File: src/rtl/dmem_arbiter_if.sv
// Request, response and memory-side signals of the data-memory arbiter.
// The slave modport is the arbiter's view; the master modport is the environment's view.
interface dmem_arbiter_if #(
  parameter int ADDR_W = 32,
  parameter int DATA_W = 32
);
  logic              i_cpu_req;
  logic              i_cpu_we;
  logic [ADDR_W-1:0] i_cpu_addr;
  logic [DATA_W-1:0] i_cpu_wdata;
  logic [DATA_W-1:0] o_cpu_rdata;
  logic              o_cpu_stall;

  logic              i_dma_req;
  logic              i_dma_we;
  logic [ADDR_W-1:0] i_dma_addr;
  logic [DATA_W-1:0] i_dma_wdata;
  logic              o_dma_gnt;
  logic [DATA_W-1:0] o_dma_rdata;
  logic              o_dma_rvalid;

  logic              o_mem_en;
  logic              o_mem_we;
  logic [ADDR_W-1:0] o_mem_addr;
  logic [DATA_W-1:0] o_mem_wdata;
  logic [DATA_W-1:0] i_mem_rdata;

  modport slave (
    input  i_cpu_req, i_cpu_we, i_cpu_addr, i_cpu_wdata,
    output o_cpu_rdata, o_cpu_stall,
    input  i_dma_req, i_dma_we, i_dma_addr, i_dma_wdata,
    output o_dma_gnt, o_dma_rdata, o_dma_rvalid,
    output o_mem_en, o_mem_we, o_mem_addr, o_mem_wdata,
    input  i_mem_rdata
  );

  modport master (
    output i_cpu_req, i_cpu_we, i_cpu_addr, i_cpu_wdata,
    input  o_cpu_rdata, o_cpu_stall,
    output i_dma_req, i_dma_we, i_dma_addr, i_dma_wdata,
    input  o_dma_gnt, o_dma_rdata, o_dma_rvalid,
    input  o_mem_en, o_mem_we, o_mem_addr, o_mem_wdata,
    output i_mem_rdata
  );
endinterface

File: src/rtl/dmem_arbiter.sv
// Single-port data memory arbiter: CPU has fixed priority, DMA wins after
// STARVE_MAX consecutive denied cycles. Sequences 1-cycle-latency reads and drives the MEM stall.
module dmem_arbiter #(
  parameter int ADDR_W     = 32,
  parameter int DATA_W     = 32,
  parameter int STARVE_MAX = 4
) (
  input logic          i_clk,
  input logic          i_rst_n,
  dmem_arbiter_if.slave bus
);

  typedef enum logic [1:0] {IDLE, CPU_RD, CPU_DONE, DMA_RD} state_t;

  state_t            state_q, state_d;
  logic [3:0]        cnt_q, cnt_d;
  logic [DATA_W-1:0] cpu_rdata_q, cpu_rdata_d;

  logic issue_ok, cpu_eligible, dma_wins, cpu_issue;

  // In CPU_DONE the CPU request still asserted is the read just served.
  assign issue_ok     = (state_q == IDLE) || (state_q == CPU_DONE);
  assign cpu_eligible = (state_q == IDLE) && bus.i_cpu_req;
  assign dma_wins     = issue_ok && bus.i_dma_req &&
                        ((cnt_q == 4'(STARVE_MAX)) || !cpu_eligible);
  assign cpu_issue    = cpu_eligible && !dma_wins;

  // NOTE: synchronous reset clears the FSM, counter and read register; no memories live here.
  always_ff @(posedge i_clk) begin
    if (!i_rst_n) begin
      state_q     <= IDLE;
      cnt_q       <= '0;
      cpu_rdata_q <= '0;
    end else begin
      // NOTE: non-blocking assignments so every register samples pre-edge values.
      state_q     <= state_d;
      cnt_q       <= cnt_d;
      cpu_rdata_q <= cpu_rdata_d;
    end
  end

  // NOTE: every always_comb output gets a default first so no latch is inferred.
  always_comb begin
    state_d     = state_q;
    cpu_rdata_d = cpu_rdata_q;
    unique case (state_q)
      IDLE, CPU_DONE: begin
        if (dma_wins)       state_d = bus.i_dma_we ? IDLE : DMA_RD;
        else if (cpu_issue) state_d = bus.i_cpu_we ? IDLE : CPU_RD;
        else                state_d = IDLE;
      end
      CPU_RD: begin
        cpu_rdata_d = bus.i_mem_rdata;
        state_d     = CPU_DONE;
      end
      DMA_RD:  state_d = IDLE;
      default: state_d = IDLE;
    endcase

    if (bus.i_dma_req && !dma_wins)
      cnt_d = (cnt_q == 4'(STARVE_MAX)) ? cnt_q : cnt_q + 4'd1;
    else
      cnt_d = '0;
  end

  // Combinational outputs are forced quiet during the reset cycle.
  always_comb begin
    bus.o_mem_en     = 1'b0;
    bus.o_mem_we     = 1'b0;
    bus.o_mem_addr   = {ADDR_W{1'b0}};
    bus.o_mem_wdata  = {DATA_W{1'b0}};
    bus.o_dma_gnt    = 1'b0;
    bus.o_dma_rvalid = 1'b0;
    bus.o_dma_rdata  = {DATA_W{1'b0}};
    bus.o_cpu_stall  = 1'b0;
    bus.o_cpu_rdata  = cpu_rdata_q;

    if (i_rst_n) begin
      if (dma_wins) begin
        bus.o_dma_gnt   = 1'b1;
        bus.o_mem_en    = 1'b1;
        bus.o_mem_we    = bus.i_dma_we;
        bus.o_mem_addr  = bus.i_dma_addr;
        bus.o_mem_wdata = bus.i_dma_wdata;
      end else if (cpu_issue) begin
        bus.o_mem_en    = 1'b1;
        bus.o_mem_we    = bus.i_cpu_we;
        bus.o_mem_addr  = bus.i_cpu_addr;
        bus.o_mem_wdata = bus.i_cpu_wdata;
      end

      if (state_q == DMA_RD) begin
        bus.o_dma_rvalid = 1'b1;
        bus.o_dma_rdata  = bus.i_mem_rdata;
      end

      bus.o_cpu_stall = bus.i_cpu_req &&
                        ((state_q == CPU_RD) || (state_q == DMA_RD) ||
                         ((state_q == IDLE) && (dma_wins || !bus.i_cpu_we)));
    end
  end

endmodule
File: src/flat_wrapper.sv
// flat-port wrapper written by rule: the top's interface ports become plain ports
module dmem_arbiter_flat 
#(
  parameter int ADDR_W     = 32,
  parameter int DATA_W     = 32,
  parameter int STARVE_MAX = 4
)
  (i_clk, i_rst_n, bus_i_cpu_req, bus_i_cpu_we, bus_i_cpu_addr, bus_i_cpu_wdata, bus_o_cpu_rdata, bus_o_cpu_stall, bus_i_dma_req, bus_i_dma_we, bus_i_dma_addr, bus_i_dma_wdata, bus_o_dma_gnt, bus_o_dma_rdata, bus_o_dma_rvalid, bus_o_mem_en, bus_o_mem_we, bus_o_mem_addr, bus_o_mem_wdata, bus_i_mem_rdata);
  dmem_arbiter_if #(.ADDR_W(ADDR_W), .DATA_W(DATA_W)) bus_i ();
  input logic i_clk;
  input logic i_rst_n;
  input wire logic [$bits(bus_i.i_cpu_req)-1:0] bus_i_cpu_req;
  input wire logic [$bits(bus_i.i_cpu_we)-1:0] bus_i_cpu_we;
  input wire logic [$bits(bus_i.i_cpu_addr)-1:0] bus_i_cpu_addr;
  input wire logic [$bits(bus_i.i_cpu_wdata)-1:0] bus_i_cpu_wdata;
  output wire logic [$bits(bus_i.o_cpu_rdata)-1:0] bus_o_cpu_rdata;
  output wire logic [$bits(bus_i.o_cpu_stall)-1:0] bus_o_cpu_stall;
  input wire logic [$bits(bus_i.i_dma_req)-1:0] bus_i_dma_req;
  input wire logic [$bits(bus_i.i_dma_we)-1:0] bus_i_dma_we;
  input wire logic [$bits(bus_i.i_dma_addr)-1:0] bus_i_dma_addr;
  input wire logic [$bits(bus_i.i_dma_wdata)-1:0] bus_i_dma_wdata;
  output wire logic [$bits(bus_i.o_dma_gnt)-1:0] bus_o_dma_gnt;
  output wire logic [$bits(bus_i.o_dma_rdata)-1:0] bus_o_dma_rdata;
  output wire logic [$bits(bus_i.o_dma_rvalid)-1:0] bus_o_dma_rvalid;
  output wire logic [$bits(bus_i.o_mem_en)-1:0] bus_o_mem_en;
  output wire logic [$bits(bus_i.o_mem_we)-1:0] bus_o_mem_we;
  output wire logic [$bits(bus_i.o_mem_addr)-1:0] bus_o_mem_addr;
  output wire logic [$bits(bus_i.o_mem_wdata)-1:0] bus_o_mem_wdata;
  input wire logic [$bits(bus_i.i_mem_rdata)-1:0] bus_i_mem_rdata;
  assign bus_i.i_cpu_req = bus_i_cpu_req;
  assign bus_i.i_cpu_we = bus_i_cpu_we;
  assign bus_i.i_cpu_addr = bus_i_cpu_addr;
  assign bus_i.i_cpu_wdata = bus_i_cpu_wdata;
  assign bus_o_cpu_rdata = bus_i.o_cpu_rdata;
  assign bus_o_cpu_stall = bus_i.o_cpu_stall;
  assign bus_i.i_dma_req = bus_i_dma_req;
  assign bus_i.i_dma_we = bus_i_dma_we;
  assign bus_i.i_dma_addr = bus_i_dma_addr;
  assign bus_i.i_dma_wdata = bus_i_dma_wdata;
  assign bus_o_dma_gnt = bus_i.o_dma_gnt;
  assign bus_o_dma_rdata = bus_i.o_dma_rdata;
  assign bus_o_dma_rvalid = bus_i.o_dma_rvalid;
  assign bus_o_mem_en = bus_i.o_mem_en;
  assign bus_o_mem_we = bus_i.o_mem_we;
  assign bus_o_mem_addr = bus_i.o_mem_addr;
  assign bus_o_mem_wdata = bus_i.o_mem_wdata;
  assign bus_i.i_mem_rdata = bus_i_mem_rdata;
  dmem_arbiter #(.ADDR_W(ADDR_W), .DATA_W(DATA_W), .STARVE_MAX(STARVE_MAX)) u_core (.i_clk(i_clk), .i_rst_n(i_rst_n), .bus(bus_i));
endmodule
File: config.mk
export PLATFORM = sky130hd
export DESIGN_NAME = dmem_arbiter_flat
export DESIGN_NICKNAME = d
export VERILOG_FILES = /design/src/rtl/dmem_arbiter_if.sv /design/src/rtl/dmem_arbiter.sv /design/src/flat_wrapper.sv
export SDC_FILE = /design/constraint.sdc
export NUM_CORES = 1
export LEC_CHECK = 0
export CORE_AREA = 2 2 115 117
export CTS_CLUSTER_SIZE = 16
export DETAILED_ROUTE_END_ITERATION = 7
export DIE_AREA = 0 0 117 119
export PLACE_DENSITY = 0.77
export SYNTH_ARGS = -nofsm -noshare
export SYNTH_HDL_FRONTEND = slang
export SYNTH_SLANG_ARGS = --single-unit
File: constraint.sdc
create_clock -name i_clk -period 2 [get_ports i_clk]
set_clock_uncertainty 0.15 [all_clocks]
set_input_delay 0.3 -clock i_clk [delete_from_list [all_inputs] [get_ports i_clk]]
set_output_delay 0.3 -clock i_clk [all_outputs]
set_load 0.005 [all_outputs]
==> results.txt <==
Synthesis produced 432 cells. The number of top-level pins came out at 299. Together, buffers and inverters on the worst path number 8. The checks that failed: setup timing. The number of vias per cell is 4.38. Of all nets on the critical path, the largest fanout is 4.

The worst vdd rail ir drop is 0.000270 V. Yosys attributes the largest share of cell area to sky130_fd_sc_hd__dfxtp_1, sky130_fd_sc_hd__nand2_1, sky130_fd_sc_hd__mux2i_1. The max-slew violation count came out at 0. The die covers 13900 sq um. After detailed routing, the average wire length per cell comes to 14.7 um. After layout, the minimum clock period comes to 2690 ps. The post-detailed-routing wire length came out at 14100 um.

Entering global routing, the biggest net connects 53 pins. The gate family responsible for the most delay along the worst path is buffers and inverters. The number of clock sinks came out at 38. After synthesis the netlist holds a flip-flop and latch count of 38.

Cells fill 54.3% of the core in the end. The quantity of I/O buffers inserted on ports is 298. The final weighted congestion in routability-driven placement is 0.810.

The CTS tree is done. The area taken by multi-input logic gates came out at 2190 sq um. The path class of the tightest hold or removal check is flop to flop. The ratio of final minimum period to clock period came out at 135%. The post-synthesis cell area is 3000 sq um.

The count of different cell masters after synthesis is 31. The part of the Yosys area used for sequential elements is 25.3%. The detail route stage leaves a number of antenna-violating nets equal to 0. The remaining global-route overflow is 0. The number of placed instances with taps included is 911.

The flow ran to the end, but the final reports show violations. The worst-skew pair later-pin latency came out at 280 ps. Across the run, the number of max-cap violations was 0. The number of global-route vias before repair came to 4063. In this run the power density over the cells is 389 nW/um^2. The initial antenna violation count is 0. For this design, the CTS-stage hold fixing added 0 buffers. The final layout net count is 952. Clock tree synthesis inserted a total of 5 buffers. After filler insertion, the fill cell instance count of the layout stands at 1214. For this run, the number of Yosys warnings is 0.

Setup repair after global routing could not meet its margin everywhere. The highest attainable clock frequency is 372 MHz. The synthesized design spends more area on one cell type than any other, namely sky130_fd_sc_hd__dfxtp_1.

After floorplanning, the core was sized to cover 12900 sq um. The buffer depth of the longest clock path is 2. Cells with a size suffix above 1 make up 29.8% of the layout. The synthesized netlist net count came out at 600. The H-tree depth came out at 2. On the critical path, the stage with the largest delay is an instance of sky130_fd_sc_hd__dfxtp_1. The static leakage came out at 3.08 nW. The final worst-path setup slack came out at -690 ps. The maximum single-stage delay on the critical path came out at 320 ps. The aggregate global-route resource usage came out at 18.2%. The area fraction of the dominant cell type after synthesis is 25.3%. The worst setup path is captured at an output port. The number of cell rows is 42.

The number of hold violations in the final report came out at 0. The vertical die dimension came out at 119 um. The clock transition time at the flip-flop clock pins of the worst setup and hold paths came out at 60 ps.

The buffer type at the clock tree root is sky130_fd_sc_hd__clkbuf_16. The count of antenna diodes in the layout came out at 0. The total iterations of the first detailed-routing run is 5.

The first routing iteration left 182 violations. The relative area change from synthesis to final layout is 133%. Before CTS, the worst setup slack after placement is -803 ps.

The residual DRC count came out at 0. The arrival time reported for the critical path endpoint is 2240 ps. The first global-routing pass estimated 20100 um of wire. The worst hold slack after final layout came out at 301 ps. The critical path launch point type is a flop. Walking the worst path, the cells encountered are inv_2, ha_4, nand3b_1, a211oi_4, buf_6, buf_12, buf_12, buf_16, buf_8, buf_6, mux2i_1, buf_2. The worst relative slew slack came out at 77.6%. For this run, the number of standard cells in the final layout without fillers is 960.

The slew of the pin with the lowest slew margin came out at 336 ps. The HPWL after detailed placement came out at 9670 um. The effective utilization at floorplan came out at 23.3%.

Registers take 766 sq um. The number of vias in the routed layout is 4208. The critical path is of the flop to output port type. The average footprint of a synthesized cell is 6.95 sq um. For the worst setup path, the data required time is 1550 ps. The final setup violation count came out at 85. The horizontal die dimension is 117 um.
layout by cell type, fill, tap and decap left out, types with 2 or more instances in the layout:
master	netlist	routed
sky130_fd_sc_hd__clkdlybuf4s50_1	0	195
sky130_fd_sc_hd__buf_4	1	28
sky130_fd_sc_hd__a21boi_1	22	22
sky130_fd_sc_hd__dfxtp_1	38	36
sky130_fd_sc_hd__buf_2	8	68
sky130_fd_sc_hd__mux2i_1	67	67
sky130_fd_sc_hd__xnor2_1	2	2
sky130_fd_sc_hd__inv_1	5	3
sky130_fd_sc_hd__buf_16	0	2
sky130_fd_sc_hd__buf_6	3	64
sky130_fd_sc_hd__clkinv_2	0	2
sky130_fd_sc_hd__buf_12	0	8
sky130_fd_sc_hd__nand2_1	196	196
sky130_fd_sc_hd__clkbuf_16	0	7
sky130_fd_sc_hd__and2_4	0	32
sky130_fd_sc_hd__a21boi_0	10	10
sky130_fd_sc_hd__nor3_1	3	3
sky130_fd_sc_hd__inv_2	0	2
sky130_fd_sc_hd__buf_8	0	10
state kept, by name, summed over array words and instances (netlist names):
register                flops
u_core.bus.o_cpu_rdata     32
u_core.cnt_q                4
u_core.state_q              2
power breakdown:
part / switching [W] / leakage, nW / internal [W]
combinational: 0.000426 / 2.70 / 0.000741
sequential: 0.0000196 / 0.310 / 0.000791
clock: 0.000294 / 0.0694 / 0.000450
per-layer routing:
metal / global-route usage (%) / vias up / share of wire (%)
li1: - / 2101 / -
met1: 18.8 / 1892 / 37
met2: 36.1 / 205 / 53
met3: 3.82 / 10 / 8.4
met4: 4.41 / 0 / 1.2
met5: 0 / - / 0
per-stage QoR:
step / power (W) / setup TNS (ps) / instance area [sq um]
detailed placement: 0.00190 / -53210 / 6420
floorplan: 0.00118 / -232 / 3000
global route: 0.00287 / -40250 / 6990
global placement: 0.00190 / -51360 / 6420
CTS: 0.00272 / -39680 / 6770
finish: 0.00272 / -34200 / 6990
final timing paths:
check | from | endpoint | slack, ps | depth (start not counted)
max | u_core.cnt_q[1]$_SDFFE_PN0N_ | bus_o_mem_wdata[20] | -690 | 12
min | u_core.bus.o_cpu_rdata[0]$_SDFFE_PN0N_ | u_core.bus.o_cpu_rdata[0]$_SDFFE_PN0N_ | 300 | 2
max reg2reg | u_core.cnt_q[1]$_SDFFE_PN0N_ | u_core.state_q[1]$_SDFF_PN0_ | 250 | 8
min reg2reg | u_core.bus.o_cpu_rdata[0]$_SDFFE_PN0N_ | u_core.bus.o_cpu_rdata[0]$_SDFFE_PN0N_ | 300 | 2
repair_timing:
item / in CTS / in global routing
resized for setup: 388 / 142
gates cloned: 5 / 2
setup buffers: 30 / 15
setup endpoints to repair: 101 / 100
pin swaps: 7 / 20
synth_stat cells:
library cell                 n
sky130_fd_sc_hd__nand2_1   196
sky130_fd_sc_hd__mux2i_1    67
sky130_fd_sc_hd__dfxtp_1    38
sky130_fd_sc_hd__and2_1     32
sky130_fd_sc_hd__clkbuf_1   23
sky130_fd_sc_hd__a21boi_1   22
sky130_fd_sc_hd__a21boi_0   10
sky130_fd_sc_hd__buf_2       8
sky130_fd_sc_hd__inv_1       5
sky130_fd_sc_hd__buf_6       3
sky130_fd_sc_hd__nor2b_1     3
sky130_fd_sc_hd__nor3_1      3
sky130_fd_sc_hd__and3_1      2
sky130_fd_sc_hd__ha_1        2
sky130_fd_sc_hd__xnor2_1     2
sky130_fd_sc_hd__a211oi_1    1
sky130_fd_sc_hd__a211oi_2    1
sky130_fd_sc_hd__a21o_1      1
sky130_fd_sc_hd__a21oi_1     1
sky130_fd_sc_hd__a22o_1      1
sky130_fd_sc_hd__a31o_2      1
sky130_fd_sc_hd__a31oi_1     1
sky130_fd_sc_hd__a32o_1      1
sky130_fd_sc_hd__and3b_1     1
sky130_fd_sc_hd__and4bb_2    1
sky130_fd_sc_hd__buf_4       1
sky130_fd_sc_hd__nand2b_1    1
sky130_fd_sc_hd__nand3_1     1
sky130_fd_sc_hd__nand3b_1    1
sky130_fd_sc_hd__nor2_1      1
sky130_fd_sc_hd__o211a_1     1
logic make-up after synthesis:
family	synth area share, %
compound gates	10.5
buf+inv	6.21
mux	22.3
simple gates	34.2
xor+xnor	0.583
fa+ha+maj	0.833
flops	25.3
worst register-to-register path, stage by stage, from the launching register on:
cell,delay [ps]
sky130_fd_sc_hd__dfxtp_1,320
sky130_fd_sc_hd__inv_2,70
sky130_fd_sc_hd__ha_4,130
sky130_fd_sc_hd__nand3b_1,140
sky130_fd_sc_hd__a211oi_4,310
sky130_fd_sc_hd__buf_6,150
sky130_fd_sc_hd__buf_4,160
sky130_fd_sc_hd__buf_6,130
sky130_fd_sc_hd__a22o_1,130
area by class of cell:
class	instances	area share, %
clock buffers	5	1.79
clock inverters	2	0.143
multi-input cells	354	31.3
inverters	5	0.268
flip-flops and latches	38	11.0
repair buffers	380	52.4
well taps	176	3.15
Note: power is estimated with default switching activity, not from simulation.
